--- config.mk ---
export PLATFORM = sky130hd
export DESIGN_NAME = if_id_buffer
export DESIGN_NICKNAME = d
export VERILOG_FILES = /design/src/rtl/if_id_buffer_pkg.sv /design/src/rtl/if_id_buffer.sv
export SDC_FILE = /design/constraint.sdc
export NUM_CORES = 1
export LEC_CHECK = 0
export ABC_AREA = 1
export CAP_MARGIN = 0
export CELL_PAD_IN_SITES_DETAIL_PLACEMENT = 1
export CELL_PAD_IN_SITES_GLOBAL_PLACEMENT = 1
export CORE_ASPECT_RATIO = 1.4
export CORE_MARGIN = 2
export CORE_UTILIZATION = 43
export DETAILED_ROUTE_END_ITERATION = 10
export PLACE_DENSITY_LB_ADDON = 0.08
export SYNTH_ARGS = -nofsm -noshare
export SYNTH_HDL_FRONTEND = slang
export SYNTH_SLANG_ARGS = --single-unit
--- constraint.sdc ---
create_clock -name clk -period 15.4 [get_ports clk]
set_clock_uncertainty 0.05 [all_clocks]
set_input_delay 4.62 -clock clk [delete_from_list [all_inputs] [get_ports clk]]
set_output_delay 4.62 -clock clk [all_outputs]
set_load 0.02 [all_outputs]
--- src/rtl/if_id_buffer_pkg.sv ---
// rtl/if_id_buffer_pkg.sv - shared constants and entry type for the IF/ID buffer
package if_id_buffer_pkg;

  localparam logic [31:0] NOP_INST    = 32'h00000013;
  localparam int          IF_ID_DEPTH = 2;

  typedef struct packed {
    logic [31:0] pc;
    logic [31:0] inst;
  } if_id_entry_t;

  function automatic logic [31:0] pc_plus4(input logic [31:0] pc);
    return pc + 32'd4;
  endfunction

endpackage

--- src/rtl/if_id_buffer.sv ---
// rtl/if_id_buffer.sv - two-entry IF/ID skid buffer with registered head outputs
module if_id_buffer
  import if_id_buffer_pkg::*;
(
  input  logic        clk,
  input  logic        rst,
  input  logic        if_valid,
  input  logic [31:0] if_pc,
  input  logic [31:0] if_inst,
  input  logic        id_ready,
  input  logic        flush,
  output logic        id_valid,
  output logic [31:0] id_pc,
  output logic [31:0] id_inst,
  output logic [31:0] id_pc4,
  output logic        pc_stall,
  output logic [1:0]  occupancy
);

  if_id_entry_t entries [IF_ID_DEPTH];
  logic         wr_ptr;
  logic         rd_ptr;
  logic [1:0]   count;

  logic         push;
  logic         pop;
  logic         rd_next;
  logic [1:0]   count_next;
  if_id_entry_t in_entry;
  if_id_entry_t head_next;

  // pc_stall is the registered full flag, so a pop from full never admits a push
  always_comb begin
    push       = if_valid & ~pc_stall & ~flush;
    pop        = id_valid & id_ready & ~flush;
    rd_next    = rd_ptr ^ pop;
    count_next = count + 2'(push) - 2'(pop);
    in_entry   = '{pc: if_pc, inst: if_inst};
    head_next  = entries[rd_next];
    if (push && (wr_ptr == rd_next)) begin
      head_next = in_entry;
    end
  end

  always_ff @(posedge clk) begin
    if (rst) begin
      wr_ptr   <= 1'b0;
      rd_ptr   <= 1'b0;
      count    <= 2'd0;
      pc_stall <= 1'b0;
      id_valid <= 1'b0;
      id_pc    <= 32'd0;
      id_pc4   <= 32'd4;
      id_inst  <= NOP_INST;
    end else if (flush) begin
      wr_ptr   <= 1'b0;
      rd_ptr   <= 1'b0;
      count    <= 2'd0;
      pc_stall <= 1'b0;
      id_valid <= 1'b0;
      id_inst  <= NOP_INST;
    end else begin
      if (push) begin
        entries[wr_ptr] <= in_entry;
      end
      wr_ptr   <= wr_ptr ^ push;
      rd_ptr   <= rd_next;
      count    <= count_next;
      pc_stall <= (count_next == 2'd2);
      id_valid <= (count_next != 2'd0);
      // Empty head keeps the last pc/pc4 and presents a NOP
      if (count_next != 2'd0) begin
        id_pc   <= head_next.pc;
        id_pc4  <= pc_plus4(head_next.pc);
        id_inst <= head_next.inst;
      end else begin
        id_inst <= NOP_INST;
      end
    end
  end

  assign occupancy = count;

endmodule
==> results of run 1 <==
-- worst reg2reg max path, delay by kind of cell (launching register included) --
kind | cells | cell delay, ps
DFF | 1 | 310
and+or+nand+nor | 9 | 1170
xor gates and xnor gates | 2 | 320
adders and majority gates | 2 | 460
buffers and inverters | 8 | 1380
-- metrics by stage --
stage | total power [mW] | std cells | util (%)
finish | 1.46 | 1532 | 56.2
global route | 1.51 | 1531 | 56.2
CTS | 1.47 | 1531 | 56.2
detailed placement | 0.871 | 1489 | 52.5
global placement | 0.869 | 1489 | 52.5
floorplan | 0.786 | 1063 | -
-- kinds of logic (layout without fill, tap and decap cells) --
logic type / after synthesis / count (layout)
other: 0 / 1
and+or+nand+nor: 527 / 527
xor gates and xnor gates: 3 / 3
AOI/OAI and AO/OA: 151 / 151
adders and majority gates: 3 / 3
DFF: 228 / 228
buffers and inverters: 151 / 322
-- worst max path at each step --
| stage | from | to | slack, ps | cells after the start |
|---|---|---|---|---|
| 6_report | if_valid | id_pc4[28] | 7430 | 21 |
| 5_1_grt | if_valid | id_pc4[28] | 7090 | 21 |
| 4_1_cts | if_valid | id_pc4[28] | 7440 | 21 |
| 3_5_place_dp | if_valid | id_pc4[28] | 6890 | 21 |
| 3_3_place_gp | if_valid | id_pc4[28] | 6970 | 21 |
| 2_1_floorplan | rst | entries[0][0] | 5370 | 4 |
-- cells in the mapped netlist --
| library cell | instances | area [sq um] |
|---|---|---|
| ha_1 | 3 | 37.5 |
| o21ai_0 | 56 | 280 |
| nor2_1 | 119 | 447 |
| a311oi_1 | 1 | 8.76 |
| dfxtp_1 | 100 | 2000 |
| xnor2_1 | 3 | 26.3 |
| nand2_2 | 9 | 56.3 |
| nor2_2 | 13 | 81.3 |
| buf_6 | 4 | 45.0 |
| clkbuf_1 | 28 | 105 |
| nor3_1 | 3 | 15.0 |
| or2_2 | 8 | 50.1 |
| inv_1 | 93 | 349 |
| buf_4 | 10 | 75.1 |
| nand3_4 | 1 | 17.5 |
| edfxtp_1 | 128 | 3840 |
| buf_2 | 5 | 25.0 |
| buf_1 | 4 | 15.0 |
| nand3_1 | 39 | 195 |
| nand4_1 | 3 | 18.8 |
| inv_2 | 6 | 22.5 |
| o21ai_2 | 3 | 26.3 |
| nand3b_1 | 4 | 30.0 |
| and2_1 | 2 | 12.5 |
| nand3_2 | 2 | 20.0 |
| nand2_1 | 323 | 1210 |
| a31oi_1 | 32 | 200 |
| o21ai_1 | 12 | 60.1 |
| o211ai_1 | 21 | 158 |
| o311ai_0 | 5 | 43.8 |
| clkinv_1 | 1 | 3.75 |
| a21oi_1 | 21 | 105 |
| and3_1 | 1 | 6.26 |
-- flip-flops by register name (all words and copies together) (netlist names) --
register   cells
pc_stall       1
id_valid       1
id_pc4        30
occupancy      2
wr_ptr         1
id_pc         32
id_inst       32
rd_ptr         1
entries      128
-- power groups by stage --
| stage | clock [mW] | sequential [mW] | combinational [mW] |
|---|---|---|---|
| after floorplan | 0 | 0.712 | 0.0742 |
| after global placement | 0 | 0.692 | 0.176 |
| after detailed placement | 0 | 0.692 | 0.179 |
| after CTS | 0.608 | 0.680 | 0.181 |
| after global routing | 0.628 | 0.682 | 0.197 |
| final | 0.597 | 0.680 | 0.179 |
-- routing by layer --
| metal | routed length [um] | vias up |
|---|---|---|
| met4 | 592 | 0 |
| met3 | 1500 | 46 |
| met5 | 0 | - |
| met2 | 13900 | 212 |
| met1 | 11700 | 3813 |
| li1 | - | 3792 |
-- layout make-up --
type                            count  area share (%)
Timing Repair Buffer              180            14.4
Sequential cell                   228            47.6
Multi-Input combinational cell    684            25.4
Antenna cell                        1          0.0204
Clock inverter                     16            1.72
Tap cell                          297            3.03
Inverter                          100            3.06
Clock buffer                       26            4.78
==> results.tsv, run 1 <==
metric	value	unit
cp_data_arrival_time	8350	ps
cts_tree	yes	
crit_type	input port to flop	
wl_per_cell	18.1	um
synth.distinct_cells	33	
io_buffers	168	
use_met1	30.3	%
rsz0062_at_grt	false	
cts-buffers-inserted	23	
rows	64	
place_area	11500	sq um
final_cell_area	12300	sq um
cts_hold_buf	0	
rr_endpoint	id_pc4[28]	
crit_chain	clkdlybuf4s50_1 -> nand2_1 -> nor2_1 -> buf_4 -> inv_1 -> ha_1 -> inv_1 -> ha_1 -> xnor2_1 -> xnor2_1 -> inv_1 -> nand2_1 -> nand2_1 -> buf_4 -> inv_2 -> buf_4 -> nand3_1 -> nor2_1 -> nand3_1 -> nand2_1 -> nor2_1	
cp_max_fo	54	
mostFrequentLayoutCells	323 x nand2_1, 168 x clkdlybuf4s50_1, 128 x edfxtp_1	
fin_ws	7430	ps
relSlewSlack	32.4	%
root_buffer	clkbuf_16	
swShare	24.7	%
syn_avg_cell_area	9.03	sq um
globalplace.congestion	0.844	
core_area	21900	sq um
cpMaxStageDelayCell	buf_4	
cts_setup_buffers	0	
p_seq_share	46.7	%
ff2ff_setup_slack	11660	ps
die_area	23500	sq um
rr_startpoint	pc_stall	
grt_max_degree	101	
detail_route.iter0.violations	412	
syn_inst	1063	
track_usage	23.6	%
synthSimpleGateAreaFrac	22.5	%
cts.clk_slew.worst_paths	70	ps
reg2reg_depth	21	
fillers	2492	
clkSinkCount	228	
hpwl	18.5	mm
fin_crit_sh	51.8	%
combPwrFrac	12.3	%
yosys_warnings	0	
synth_mux_area_share	0	%
syn-cell-area	9590	sq um
cp_data_required_time	15770	ps
critPathMaxStageDelay	480	ps
cellPowerDensity	119	nW/um^2
vias_per_cell	5.13	
drt_wl_total	27.8	mm
hold_path.class	flop to flop	
gr-max-usage-layer	met2	
min_period	7970	ps
area_delta_synth_final	28.0	%
grt_use_met2	41.1	%
outcome	finished, final reports clean	
post_cts_resized	0	
setup_viol	0	
synthesis.nets	1135	
htree_levels	1	
layout_commonest_cell	nand2_1	
nets	1289	
clkLatencyLatePin	530	ps
firstDrtPassIters	5	
synth_top_family_by_area	simple AND/OR/NAND/NOR gates	
synthAdderAreaFrac	0.391	%
cp-end-kind	flop	
timing.max_cap.violations	0	
hold_depth	2	
initial_utilization	43.9	%
clk_path_buf_depth	3	
p_sw	0.359	mW
critPathLaunchType	input port	
irDropWorstVdd	0.0771	mV
drcViolationCount	0	
tightest_slew	1010	ps
holdWs	421	ps
vias	7863	
grt_pass1_wl	43.9	mm
io_pins	169	
cp_top_family	buffers and inverters	
grt_pass1_vias	8238	
power_frac_clock	41.0	%
gr-total-overflow	0	
hold_viol_final	0	
hp-start	id_pc[2]	
timing.fmax	125	MHz
p_leak	4.97	nW
internal-power	1.10	mW
path_common_cell	nand2_1	
final_antenna_net_count	0	
yosys_register_bits	228	
grtUsageMet3	3.64	%
multi_input_area	3120	sq um
synth_xor_area_share	0.274	%
seqCellArea	5850	sq um
critPathBufInv	8	
slew_viol_final	0	
seq_area_frac_synth	60.9	%
synth-compound-area-share	9.19	%
fin_tns_setup	0	ps
hold_path_end	id_pc[2]	
fp.dieH	181	um
die_x	130	um
post-place-ws	6890	ps
drive_gt1_share	7.46	%
antenna_found_initial	1	
Note: power is estimated with default switching activity, not from simulation.
==> run 2: changes to the inputs <==
- CORE_UTILIZATION: 43 -> 36
- clock period: 15.4 -> 6.4 ns (I/O delays scaled with it)
==> results.tsv, run 2 (synthesis gave the netlist of run 1 again) <==
metric	value	unit	change
outcome	finished, final reports clean		
rr_endpoint	id_pc4[12]		
min_period	5000	ps	
hold_viol_final	0		unchanged
clk_path_buf_depth	3		unchanged
hold_path.class	flop to flop		
cp_data_required_time	6780	ps	-8990 ps
fillers	3000		+20%
wl_per_cell	17.7	um	-2.5%
cp-end-kind	flop		
cts_setup_buffers	0		unchanged
mostFrequentLayoutCells	323 x nand2_1, 168 x clkdlybuf4s50_1, 128 x edfxtp_1		
setup.worst_path.start	if_valid		
tightest_slew	775	ps	-239 ps
fp.dieH	197	um	+9.1%
post_cts_resized	0		unchanged
irDropWorstVdd	0.185	mV	+140%
io_pins	169		unchanged
crit_type	input port to flop		
timing.fmax	200	MHz	
largest_reg_flops	128		unchanged
final_antenna_net_count	0		unchanged
grt_max_degree	65		-36%
globalplace.congestion	0.851		+0.88%
die_x	142	um	+9.0%
initial_utilization	36.6	%	-7.3 points
final_cell_area	12300	sq um	+0.12%
fin_tns_setup	0	ps	unchanged
relSlewSlack	48.2	%	+16 points
rsz0062_at_grt	false		
n_antenna_cell	0		-1
cts-buffers-inserted	24		+4.3%
crit_end	id_pc4[12]		
crit_chain	clkdlybuf4s50_1 -> nand2_1 -> nor2_1 -> buf_4 -> inv_1 -> ha_1 -> inv_1 -> ha_1 -> xnor2_1 -> xnor2_1 -> inv_1 -> nand2_1 -> nand2_1 -> inv_2 -> buf_4 -> buf_4 -> nor2_1 -> nor2_1 -> o21ai_1 -> a21oi_1		
layout_commonest_cell	nand2_1		
p_leak	4.98	nW	about the same
root_buffer	clkbuf_16		
core_area	26200	sq um	+20%
nets	1294		+0.39%
slew_viol_final	0		unchanged
cts_hold_buf	0		unchanged
cpMaxStageDelayCell	clkdlybuf4s50_1		
reg2reg_depth	20		-4.8%
hpwl	18.9	mm	+2.6%
cts.clk_slew.worst_paths	60	ps	about the same
detail_route.iter0.violations	272		-34%
drcViolationCount	0		unchanged
die_area	28000	sq um	+19%
drt_wl_total	27.6	mm	-0.55%
cp_max_fo	25		-54%
fin_crit_sh	78.1	%	
setup_viol	0		unchanged
area_delta_synth_final	28.2	%	
cp_data_arrival_time	5380	ps	-2970 ps
htree_levels	1		unchanged
vias_per_cell	4.90		-4.6%
top_regs	entries: 128 flops, id_inst: 32 flops, id_pc: 32 flops		
gr-total-overflow	0		unchanged
clkSinkCount	228		unchanged
vias	7652		-2.7%
cts_tree	yes		
critPathMaxStageDelay	460	ps	-20 ps
rows	70		+9.4%
rr_startpoint	pc_stall		
place_area	11600	sq um	+0.66%
clkLatencyLatePin	520	ps	about the same
top_register	entries		
critPathLaunchType	input port		
io_buffers	168		unchanged
firstDrtPassIters	4		-1
ff2ff_setup_slack	2930	ps	-8730 ps
track_usage	20.0	%	-3.7 points
timing.max_cap.violations	0		unchanged
grt_pass1_vias	7787		-5.5%
cellPowerDensity	275	nW/um^2	+130%
drive_gt1_share	7.59	%	+0.13 points
grt_pass1_wl	43.9	mm	about the same
antenna_found_initial	0		-1
## run 2: cell count changes in the layout (fill, tap and decap cells not counted), sizes merged
cell / change
buf: +4
bufinv: -5
clkbuf: +9
clkinvlp: -2
diode: -1
inv: -1
## run 2: worst min path at each step
stage | startpoint | end | slack (ps) | cells past startpoint
2_1_floorplan | entries[1][26] | id_inst[26] | 460 | 2
3_3_place_gp | id_pc[2] | id_pc[2] | 410 | 2
3_5_place_dp | id_pc[2] | id_pc[2] | 420 | 2
4_1_cts | id_pc[2] | id_pc[2] | 430 | 2
5_1_grt | id_pc[2] | id_pc[2] | 440 | 2
6_report | id_pc[2] | id_pc[2] | 420 | 2
## run 2: cell type report
class | count | area [sq um] | area share [%]
Inverter | 100 | 375 | 3.05
Multi-Input combinational cell | 684 | 3120 | 25.4
Clock buffer | 35 | 703 | 5.72
Timing Repair Buffer | 184 | 1810 | 14.8
Tap cell | 324 | 405 | 3.30
Sequential cell | 228 | 5850 | 47.5
Clock inverter | 8 | 36.3 | 0.295
## run 2: stage by stage
stage | total power, mW | std cells | util [%] | setup WS (ps) | hold WS [ps]
finish | 3.39 | 1563 | 47.0 | 1400 | 421
global route | 3.54 | 1563 | 47.0 | 1030 | 444
CTS | 3.44 | 1563 | 47.0 | 1420 | 426
floorplan | 1.89 | 1063 | - | -935 | 461
global placement | 2.10 | 1520 | 44.1 | 1070 | 407
detailed placement | 2.10 | 1520 | 44.1 | 929 | 418
## run 2: routing by layer
| metal | GRT usage (%) | share of wire (%) | vias to the layer above |
|---|---|---|---|
| li1 | - | - | 3801 |
| met1 | 26.6 | 45 | 3622 |
| met2 | 33.8 | 48 | 191 |
| met3 | 2.84 | 4.8 | 38 |
| met4 | 5.85 | 2.4 | 0 |
| met5 | 0 | 0 | - |
## run 2: worst max-delay path: cells and delay by family
| kind | cells | cell delay, ps |
|---|---|---|
| buf+inv | 8 | 1890 |
| simple gates | 6 | 580 |
| fa+ha+maj | 2 | 440 |
| xor+xnor | 2 | 310 |
| compound gates | 2 | 210 |
## run 2: power by group
group | total (mW) | internal [mW] | switching, mW
registers | 1.63 | 1.61 | 0.0282
logic | 0.432 | 0.173 | 0.259
clock network | 1.32 | 0.758 | 0.561
